[config.mk]
export PLATFORM = sky130hd
export DESIGN_NAME = strobe_word_fifo
export DESIGN_NICKNAME = d
export VERILOG_FILES = /design/src/rtl/strobe_word_fifo.sv
export SDC_FILE = /design/constraint.sdc
export NUM_CORES = 1
export LEC_CHECK = 0
export ABC_AREA = 1
export CAP_MARGIN = 20
export CORE_MARGIN = 2
export CORE_UTILIZATION = 41
export CTS_CLUSTER_DIAMETER = 60
export DETAILED_ROUTE_END_ITERATION = 10
export GPL_TIMING_DRIVEN = 0
export PLACE_DENSITY_LB_ADDON = 0.1
export SETUP_SLACK_MARGIN = 0.4
export SLEW_MARGIN = 25
export SYNTH_ARGS = -nofsm -noshare
export SYNTH_HDL_FRONTEND = slang
export SYNTH_SLANG_ARGS = --single-unit
[constraint.sdc]
create_clock -name clk -period 7 [get_ports clk]
set_clock_uncertainty 0.05 [all_clocks]
set_input_delay 0.7 -clock clk [delete_from_list [all_inputs] [get_ports clk]]
set_output_delay 0.7 -clock clk [all_outputs]
set_load 0.01 [all_outputs]
[src/rtl/strobe_word_fifo.sv]
// Strobe-captured word FIFO with valid/ready drain and sticky overflow flag.
// Optional STROBE_FIFO_OVF_CNT_EN adds an 8-bit saturating dropped-strobe counter.
module strobe_word_fifo #(
   parameter int DATA_WIDTH = 8,
   parameter int DEPTH_LOG2 = 3
) (
   input  logic                  clk,
   input  logic                  rst_n,
   input  logic                  strobe,
   input  logic [DATA_WIDTH-1:0] din,
   output logic [DATA_WIDTH-1:0] dout,
   output logic                  dout_valid,
   input  logic                  dout_ready,
   output logic [DEPTH_LOG2:0]   count,
   output logic                  full,
   output logic                  overflow,
   input  logic                  clr_ovf
`ifdef STROBE_FIFO_OVF_CNT_EN
   ,
   output logic [7:0]            ovf_cnt
`endif
);

   localparam int                DEPTH   = 2 ** DEPTH_LOG2;
   localparam logic [DEPTH_LOG2:0] C_DEPTH = (DEPTH_LOG2 + 1)'(DEPTH);
   localparam logic [DEPTH_LOG2:0] C_ZERO  = '0;

   logic [DATA_WIDTH-1:0] r_mem [DEPTH];
   logic [DEPTH_LOG2-1:0] r_wr_ptr;
   logic [DEPTH_LOG2-1:0] r_rd_ptr;
   logic [DEPTH_LOG2:0]   r_count;
   logic [DATA_WIDTH-1:0] r_dout;
   logic                  r_ovf;

   logic                  w_full;
   logic                  w_valid;
   logic                  w_pop;
   logic                  w_push;
   logic                  w_drop;
   logic [DEPTH_LOG2-1:0] w_rd_next;
   logic [DEPTH_LOG2:0]   w_after_pop;
   logic [DEPTH_LOG2:0]   w_count_next;

   assign w_full       = (r_count == C_DEPTH);
   assign w_valid      = (r_count != C_ZERO);
   assign w_pop        = w_valid & dout_ready;
   assign w_push       = strobe & (~w_full | w_pop);
   assign w_drop       = strobe & w_full & ~w_pop;
   assign w_rd_next    = r_rd_ptr + {{(DEPTH_LOG2-1){1'b0}}, w_pop};
   assign w_after_pop  = r_count - {{DEPTH_LOG2{1'b0}}, w_pop};
   assign w_count_next = w_after_pop + {{DEPTH_LOG2{1'b0}}, w_push};

   // Storage carries no reset; its contents are irrelevant until written.
   always_ff @(posedge clk) begin
      if (w_push) r_mem[r_wr_ptr] <= din;
   end

   always_ff @(posedge clk or negedge rst_n) begin
      if (!rst_n) begin
         r_wr_ptr <= '0;
         r_rd_ptr <= '0;
         r_count  <= '0;
         r_dout   <= '0;
         r_ovf    <= 1'b0;
      end else begin
         if (w_push) r_wr_ptr <= r_wr_ptr + 1'b1;
         r_rd_ptr <= w_rd_next;
         r_count  <= w_count_next;
         // A word pushed into a FIFO that is empty after this cycle's pop becomes the new head,
         // but is not yet in storage, so it is forwarded straight into the output register.
         if (w_push && (w_after_pop == C_ZERO))
            r_dout <= din;
         else if (w_count_next != C_ZERO)
            r_dout <= r_mem[w_rd_next];
         if (w_drop)
            r_ovf <= 1'b1;
         else if (clr_ovf)
            r_ovf <= 1'b0;
      end
   end

`ifdef STROBE_FIFO_OVF_CNT_EN
   logic [7:0] r_ovf_cnt;

   always_ff @(posedge clk or negedge rst_n) begin
      if (!rst_n) begin
         r_ovf_cnt <= '0;
      end else if (w_drop && clr_ovf) begin
         r_ovf_cnt <= 8'd1;
      end else if (w_drop) begin
         if (r_ovf_cnt != 8'hFF) r_ovf_cnt <= r_ovf_cnt + 8'd1;
      end else if (clr_ovf) begin
         r_ovf_cnt <= '0;
      end
   end

   assign ovf_cnt = r_ovf_cnt;
`endif

   assign dout       = r_dout;
   assign dout_valid = w_valid;
   assign count      = r_count;
   assign full       = w_full;
   assign overflow   = r_ovf;

endmodule

==> Word-level counts from Yosys, hierarchy flattened <==
Memories as Yosys holds them, arrays and structs flattened.
Index checks and enable logic that the tools add are counted.
W data, S select, Z words.
{ "classes": {"shift": 0, "div": 0, "magnitude_cmp": 0, "muxes": 6, "n_bitwise": 7, "reduce_logical": 6, "add_sub_neg": 4, "multipliers": 0, "eq_ne": 1} }
{ "ops": {"columns": ["cell", "n"], "rows": [
  ["$mux W8", 2],
  ["$reduce_bool A4 Y1", 2],
  ["$add A4 B1 Y4", 1],
  ["$and A1 B1 Y1", 4],
  ["$eq A4 B4 Y1 const B", 1],
  ["$logic_not A4 Y1", 1],
  ["$mux W1", 4],
  ["$reduce_bool A2 Y1", 2],
  ["$sub A4 B1 Y4", 1],
  ["$add A3 B1 Y3", 1],
  ["$add A3 B1 Y3 const B", 1],
  ["$not A1 Y1", 2],
  ["$logic_and A1 B1 Y1", 1],
  ["$or A1 B1 Y1", 1]
]} }
{ "totals": {"output_inout_bits": 15, "ff_bits": 19, "rom_bits": 0, "ram_bits": 64, "elab_cells": 30, "memories": 1, "inputBits": 13, "latch_bits": 0} }
{ "mem_list": {"columns": ["memory", "depth", "word_bits", "rd", "rd_ports_with_merged_regs", "wr", "line_no", "source"], "rows": [
  ["r_mem", 8, 8, 1, 0, 1, "28", "logic [DATA_WIDTH-1:0] r_mem [DEPTH];"]
]} }

==> Depth between registers and ports, before layout <==
Gate-level depths: netlist (run 1).
{ "depth": {"ltp_word": 8, "depth_mapped": 15, "ltp_nobuf": 15} }

==> Worst setup path before layout (run 1) <==
OpenSTA, ideal clock, no wires.
{ "synth_path": {"path_type": "input -> register", "startpoint": "input dout_ready", "endpoint": "register r_dout[0], in the netlist dout[0]", "cell_stages": 11, "n_path_buf": 0, "t_required_ns": 6.833, "setup_time_ns": 0.117, "arrival_ns": 2.474, "setup_slack_ns": 4.359, "cell_sequence": "inv_1 > a31oi_1 > ha_1 > ha_1 > inv_1 > ha_1 > or2_2 > nor2_4 > nand3_4 > nand2_1 > nand2_1"} }
{ "synth_via": {"elab_chain_cells": 6, "elab_cells_between_ends": 13, "classes_between": "add/sub (3); mux (2); bitwise (3); reduce/logical (4); memory (1)"} }
{ "synth_lines": {"columns": ["element", "line_no", "source"], "rows": [
  ["from (decl)", "13", "input logic dout_ready,"],
  ["$and A1 B1 Y1 *", "46", "assign w_pop = w_valid & dout_ready;"],
  ["parallel branches: the longest is 2 deep, another holds $sub A4 B1 Y4", null, null],
  ["$add A4 B1 Y4 *", "51", "assign w_count_next = w_after_pop + {{DEPTH_LOG2{1'b0}}, w_push};"],
  ["via w_count_next[1]", "42", "logic [DEPTH_LOG2:0] w_count_next;"],
  ["$reduce_bool A4 Y1 *", "73", "else if (w_count_next != C_ZERO)"],
  ["$reduce_bool A2 Y1 (no source line) *", null, null],
  ["to (signal assigned)", "72", "r_dout <= din;"],
  ["to (signal assigned)", "74", "r_dout <= r_mem[w_rd_next];"],
  ["to (decl)", "32", "logic [DATA_WIDTH-1:0] r_dout;"]
]} }
Mark *: on every way through the listed nets, which the timed path passes. The select of a mux whose other input is x is not followed.
A chain may end at the register's enable or synchronous reset.

==> Worst setup path in the final report (run 1) <==
{ "layout_path": {"startpoint": "input dout_ready", "endpoint": "register r_dout[6], in the netlist dout[6]"} }
Same word-level chain as after synthesis.

==> out/qor.txt, run 1 <==
outcome: completed
R2R setup slack: 4130 ps
area leader, netlist: edfxtp_1
die area: 0.0104 sq mm
hold buffer count at CTS: 0
Syn Area/Cell: 9.39 sq um
Pwr Density: 453 mW/mm^2
endpoints failing hold: 0
core area: 0.00928 sq mm
Routed Antenna Nets: 0
fin crit share: 43.7%
WL/cell: 14.0 microns
Synth warnings: 0
Static Leak: 2.14 nW
fin nets: 477
Slew HR: 36.6%
flops & latches, synth: 83
Post-CTS Setup Inserts: 0
CP top delay family: simple AND/OR/NAND/NOR gates
PortBufs: 27
Critical Path RT: 7200 ps
Longest Clk Path Bufs: 2
critical path cell sequence: clkdlybuf4s50_1, inv_1, a31oi_1, ha_1, ha_1, inv_1, ha_1, or2_2, nor2_4, nand3_4, nand2_1, nand2_1
Finish-stage setup viols: 0
Die X: 102 microns
row cnt: 35
share of cells above drive strength 1: 8.23%
initial antenna violation count: 0
sequential area share after synthesis: 61.0%
placer congestion estimate: 0.831
max incr delay on CP: 460 ps
DRT iter0 DRCs: 135
Die Height: 102 microns
CTS clk-pin slew, worst paths: 80 ps
max-cap violations: 0
n_diodes: 0
CTS Sinks: 83
CP Max Fanout: 9
maximum VDD drop: 209 uV
vias in the first global route: 2526
Initial Util: 42.4%
# resized after CTS: 0
CTS tree: yes
CP bufs+invs: 3
count of pins over their slew limit: 0
Sum Neg Setup Slack: 0 ps
largest net degree at the start of global routing: 20
CP max stage cell: clkdlybuf4s50_1
post-detail-place hpwl: 5.82 mm
Synth cell types: 26
CTS H-Tree Depth: 3
Net Count, Synth: 439
crit path kind: in -> reg
Post-Syn Instances: 419
I/O pin cnt: 28
CP arrival: 3260 ps
insertion delay to the later sink of the worst-skew pair: 350 ps
final wirelength: 8.28 mm
unrepaired setup endpoints after global routing: false
Hold Crit Class: reg -> reg
first-pass GRT wire length: 12.8 mm
Residual DRC: 0
Startpoint Class: input pin
Avg Vias per Cell: 4.55
Least-Margin Pin Slew: 948 ps
final core utilization: 49.3%
top cell type's share of synthesized area: 48.9%
crit-path most repeated cell: ha_1
dominant cells by area after synthesis: edfxtp_1, nand2_1, dfrtp_1
Root Buffer Master: clkbuf_8
min Tclk post-route: 3060 ps
Overflow after GRT: 0
cts bufs inserted: 9
cell area after synthesis: 0.00393 sq mm
drt pass-1 iters: 4
CP endpoint kind: flop
total track usage: 17.0%
Max Clk Rate: 327 MHz
Synth-to-Final Area Change: 16.4%
vias: 2690
## cell type report
class                      instances  area, sq um
buffer                            11         57.6
timing repair buffer              27          270
inverter                          83          314
fill                             903         4700
sequential                        83         2400
clock buffer                       9          124
clock inverter                     7         91.3
tap                              129          161
multi-input combinational        242         1160
## worst paths after layout
path	from	cells past startpoint	end
setup / recovery	dout_ready	12	dout[6]
hold / removal	r_rd_ptr[1]	1	r_rd_ptr[1]
setup reg to reg	count[2]	11	dout[6]
hold reg to reg	r_rd_ptr[1]	1	r_rd_ptr[1]
max in group asynchronous	rst_n	1	r_wr_ptr[0]
min in group asynchronous	rst_n	1	dout[2]
## power breakdown
group | leakage [nW] | internal (mW) | switching, mW | total [mW]
combinational | 1.23 | 0.355 | 0.654 | 1.01
clock | 0.101 | 0.200 | 0.177 | 0.377
sequential | 0.809 | 0.642 | 0.0464 | 0.689
## layer usage
layer	up-vias	wire, microns	part of all wire, %	track usage, %
met4	0	51	0.62	5.95
met2	51	3920	47	26.4
li1	1393	-	-	-
met3	2	376	4.5	3.97
met5	-	0	0	0
met1	1244	3930	47	23.7
## Yosys cell counts
master / instances
nor2_1: 9
ha_1: 7
or2_2: 2
xor2_1: 1
inv_1: 81
nand3_1: 46
nor4_1: 1
nor2_2: 1
clkbuf_1: 3
buf_6: 1
nand2_1: 152
nor2_4: 1
nand2_8: 1
dfrtp_1: 19
o21ai_0: 2
nand4_1: 8
nand3_4: 2
edfxtp_1: 64
nand2_2: 5
buf_2: 7
xnor2_2: 1
inv_4: 1
a31oi_1: 1
nand3b_1: 1
nor2_8: 1
inv_2: 1
## per-stage QoR
stage          power, mW  instances  cell area, sq um  setup WS [ps]  hold WS, ps
2_1_floorplan       1.40        419              3930           4360          354
3_3_place_gp        1.71        575              4360           3580          433
3_5_place_dp        1.73        575              4360           3550          444
4_1_cts             2.10        591              4580           3930          462
5_1_grt             2.25        591              4580           3840          501
6_report            2.07        591              4580           3940          459
## cell usage in the layout (no fill, tap or decap), types with 3 or more instances in the layout
master / netlist / layout
edfxtp_1: 64 / 64
nor2_1: 9 / 9
dfrtp_1: 19 / 19
ha_1: 7 / 7
buf_2: 7 / 7
clkbuf_8: 0 / 9
nand3_1: 46 / 46
nand2_2: 5 / 5
nand4_1: 8 / 8
nand2_1: 152 / 152
clkdlybuf4s50_1: 0 / 27
inv_1: 81 / 81
clkbuf_1: 3 / 3
## worst reg2reg max path, delay by kind of cell (launching register included)
family | cells | cell delay, ps
buffers and inverters | 1 | 70
AND/OR/NAND/NOR | 6 | 1110
flip-flops | 1 | 460
adder cells (fa/ha/maj) | 3 | 900
AO/OA/AOI/OAI | 1 | 180
## cell families after synthesis
group / after synthesis / synth area share, %
XOR/XNOR: 2 / 0.636
adder cells (fa/ha/maj): 7 / 2.23
AND/OR/NAND/NOR: 230 / 26.3
buffers and inverters: 94 / 9.45
flip-flops: 83 / 61.0
AO/OA/AOI/OAI: 3 / 0.414
## sequential cells by signal (all words and copies together), names as in the netlist
signal and cells:
r_mem 64, dout 8, count 4, r_rd_ptr 3
r_wr_ptr 3, overflow 1
Note: power is estimated with default switching activity, not from simulation.
==> inputs of run 2 (changes only) <==
==> constraint.sdc (replaced) <==
create_clock -name clk -period 2.5 [get_ports clk]
set_clock_uncertainty 0.05 [all_clocks]
set_input_delay 0.25 -clock clk [delete_from_list [all_inputs] [get_ports clk]]
set_output_delay 0.25 -clock clk [all_outputs]
set_load 0.01 [all_outputs]
==> run 2 against run 1 <==
Combinational power grew to 3.4 times the previous value; cell area is 5.6% higher; critical path type is now reg -> reg; routed wire length is 2.1% higher; setup slack worse by 3800 ps; flip-flop and latch count stayed put; die area stayed put.
==> out/qor.txt, run 2 (synthesis results as in run 1) <==
Root Buffer Master: clkbuf_8
switching pwr: 2.73 mW (+210%)
Avg Vias per Cell: 4.49 (-1.4%)
die area: 0.0104 sq mm (unchanged)
endpoints failing hold: 0 (unchanged)
Max Clk Rate: 427 MHz
cts bufs inserted: 9 (unchanged)
n_diodes: 0 (unchanged)
CP max stage cell: dfrtp_1
max FFs per register: 64 (unchanged)
Largest Register: r_mem
Finish-stage setup viols: 0 (unchanged)
Critical Path RT: 2700 ps (-4500 ps)
core area: 0.00928 sq mm (unchanged)
Static Leak: 2.22 nW (+3.3%)
combinational share of power: 52.9% (+4.3 points)
Slew HR: 40.8% (+4.2 points)
Residual DRC: 0 (unchanged)
count of pins over their slew limit: 0 (unchanged)
Synth-to-Final Area Change: 22.9%
CP arrival: 2540 ps (-720 ps)
Initial Util: 42.4% (unchanged)
fin cells: 599 (+1.4%)
Clk network pwr share: 17.2% (-1.0 points)
total track usage: 18.1% (+1.1 points)
CTS Sinks: 83 (unchanged)
drt pass-1 iters: 4 (unchanged)
worst setup margin: 158 ps (-3780 ps)
most common cell after layout, fill and taps aside: nand2_1
insertion delay to the later sink of the worst-skew pair: 360 ps (about the same)
Routed Antenna Nets: 0 (unchanged)
Longest Clk Path Bufs: 2 (unchanged)
final wirelength: 8.46 mm (+2.1%)
largest net degree at the start of global routing: 20 (unchanged)
Power Total: 6.45 mW (+210%)
row cnt: 35 (unchanged)
pre-CTS setup slack: -378 ps (-3930 ps)
Sum Neg Setup Slack: 0 ps (unchanged)
WL/cell: 14.1 microns (+0.73%)
crit-path most repeated cell: ha_4
initial antenna violation count: 0 (unchanged)
maximum VDD drop: 545 uV (+160%)
share of cells above drive strength 1: 17.0% (+8.8 points)
I/O pin cnt: 28 (unchanged)
CTS clk-pin slew, worst paths: 90 ps (about the same)
Int Pwr: 3.72 mW (+210%)
Startpoint Class: flop
sw frac: 42.4% (+0.095 points)
min Tclk post-route: 2340 ps
CP endpoint kind: flop
vias in the first global route: 2746 (+8.7%)
fin crit share: 93.7%
max-cap violations: 0 (unchanged)
Die X: 102 microns (unchanged)
PortBufs: 27 (unchanged)
Placed Instances: 575 (unchanged)
WHS: 341 ps (-119 ps)
Pwr Density: 1330 mW/mm^2 (+190%)
max incr delay on CP: 430 ps (-30 ps)
critical path cell sequence: nor2_4, a31oi_4, ha_4, inv_2, ha_4, ha_4, or2_4, nor2_4, nand3_4, nand2_1, nand2_1
CTS H-Tree Depth: 3 (unchanged)
Overflow after GRT: 0 (unchanged)
vias: 2689 (-0.037%)
placer congestion estimate: 0.846 (+1.8%)
most frequent cells in the layout: nand2_1, inv_1, edfxtp_1
crit path kind: reg -> reg
post-detail-place hpwl: 5.85 mm (+0.63%)
CP Max Fanout: 8 (-1)
Least-Margin Pin Slew: 885 ps (-62.4 ps)
fin nets: 485 (+1.7%)
Hold Crit Class: in -> async
Die Height: 102 microns (unchanged)
CTS tree: yes
first-pass GRT wire length: 13.9 mm (+8.8%)
Flop pwr share: 29.9% (-3.3 points)
DRT iter0 DRCs: 141 (+4.4%)
outcome: completed
unrepaired setup endpoints after global routing: true
-- run 2: cell count changes in the layout (fill, tap and decap cells not counted), sizes merged --
cell	delta
buf	+7
inv	+2
clkbuf	+1
clkinv	-1
clkinvlp	-1
-- run 2: layout make-up --
cell class              instances  area, sq um
plain buffers                  11          108
clock buffers                   9          124
clock inverters                 7          108
fillers                       894         4450
inverters                      83          319
multi-input cells             242         1290
flip-flops and latches         83         2400
well taps                     129          161
repair buffers                 35          330
-- run 2: power groups by stage --
stage / logic [mW] / clock network (mW) / registers [mW]
final: 3.41 / 1.11 / 1.93
after floorplan: 2.01 / 0 / 1.99
after CTS: 3.32 / 1.13 / 1.93
after global routing: 3.85 / 1.18 / 1.96
after detailed placement: 3.00 / 0 / 1.97
after global placement: 2.98 / 0 / 1.96
-- run 2: worst paths after layout --
path                              from          end  slack (ps)  cells past startpoint
hold / removal                   rst_n  r_wr_ptr[0]         340                      1
hold reg to reg            r_rd_ptr[0]  r_rd_ptr[0]         470                      1
setup / recovery              count[1]      dout[1]         160                     11
max in group asynchronous        rst_n     count[2]        1450                      1
min in group clk               clr_ovf     overflow         410                      2
setup reg to reg              count[1]      dout[1]         160                     11
-- run 2: what timing repair did --
action                                  CTS  global route
gates resized for setup                  33            14
pin swaps                                12             7
endpoints found under the setup margin   66            41
hold buffers                              0             0
buffers inserted                          7             1
-- run 2: metrics by stage --
step | cell area, sq um | utilization, %
after floorplan | 3980 | -
after detailed placement | 4410 | 47.5
after global routing | 4830 | 52.1
after global placement | 4410 | 47.5
after CTS | 4780 | 51.5
final | 4830 | 52.1
-- run 2: metal layers --
metal	track usage (%)	wire length (microns)	vias to the layer above
li1	-	-	1416
met1	24.8	3920	1214
met2	28.1	3900	51
met3	4.92	521	8
met4	5.85	108	0
met5	0	0	-
-- run 2: critical path, delay by kind of cell, from the launching register on --
kind            cells  cell delay, ps
flops               1             430
fa+ha+maj           3             670
compound gates      1             110
buf+inv             1              40
simple gates        6             940
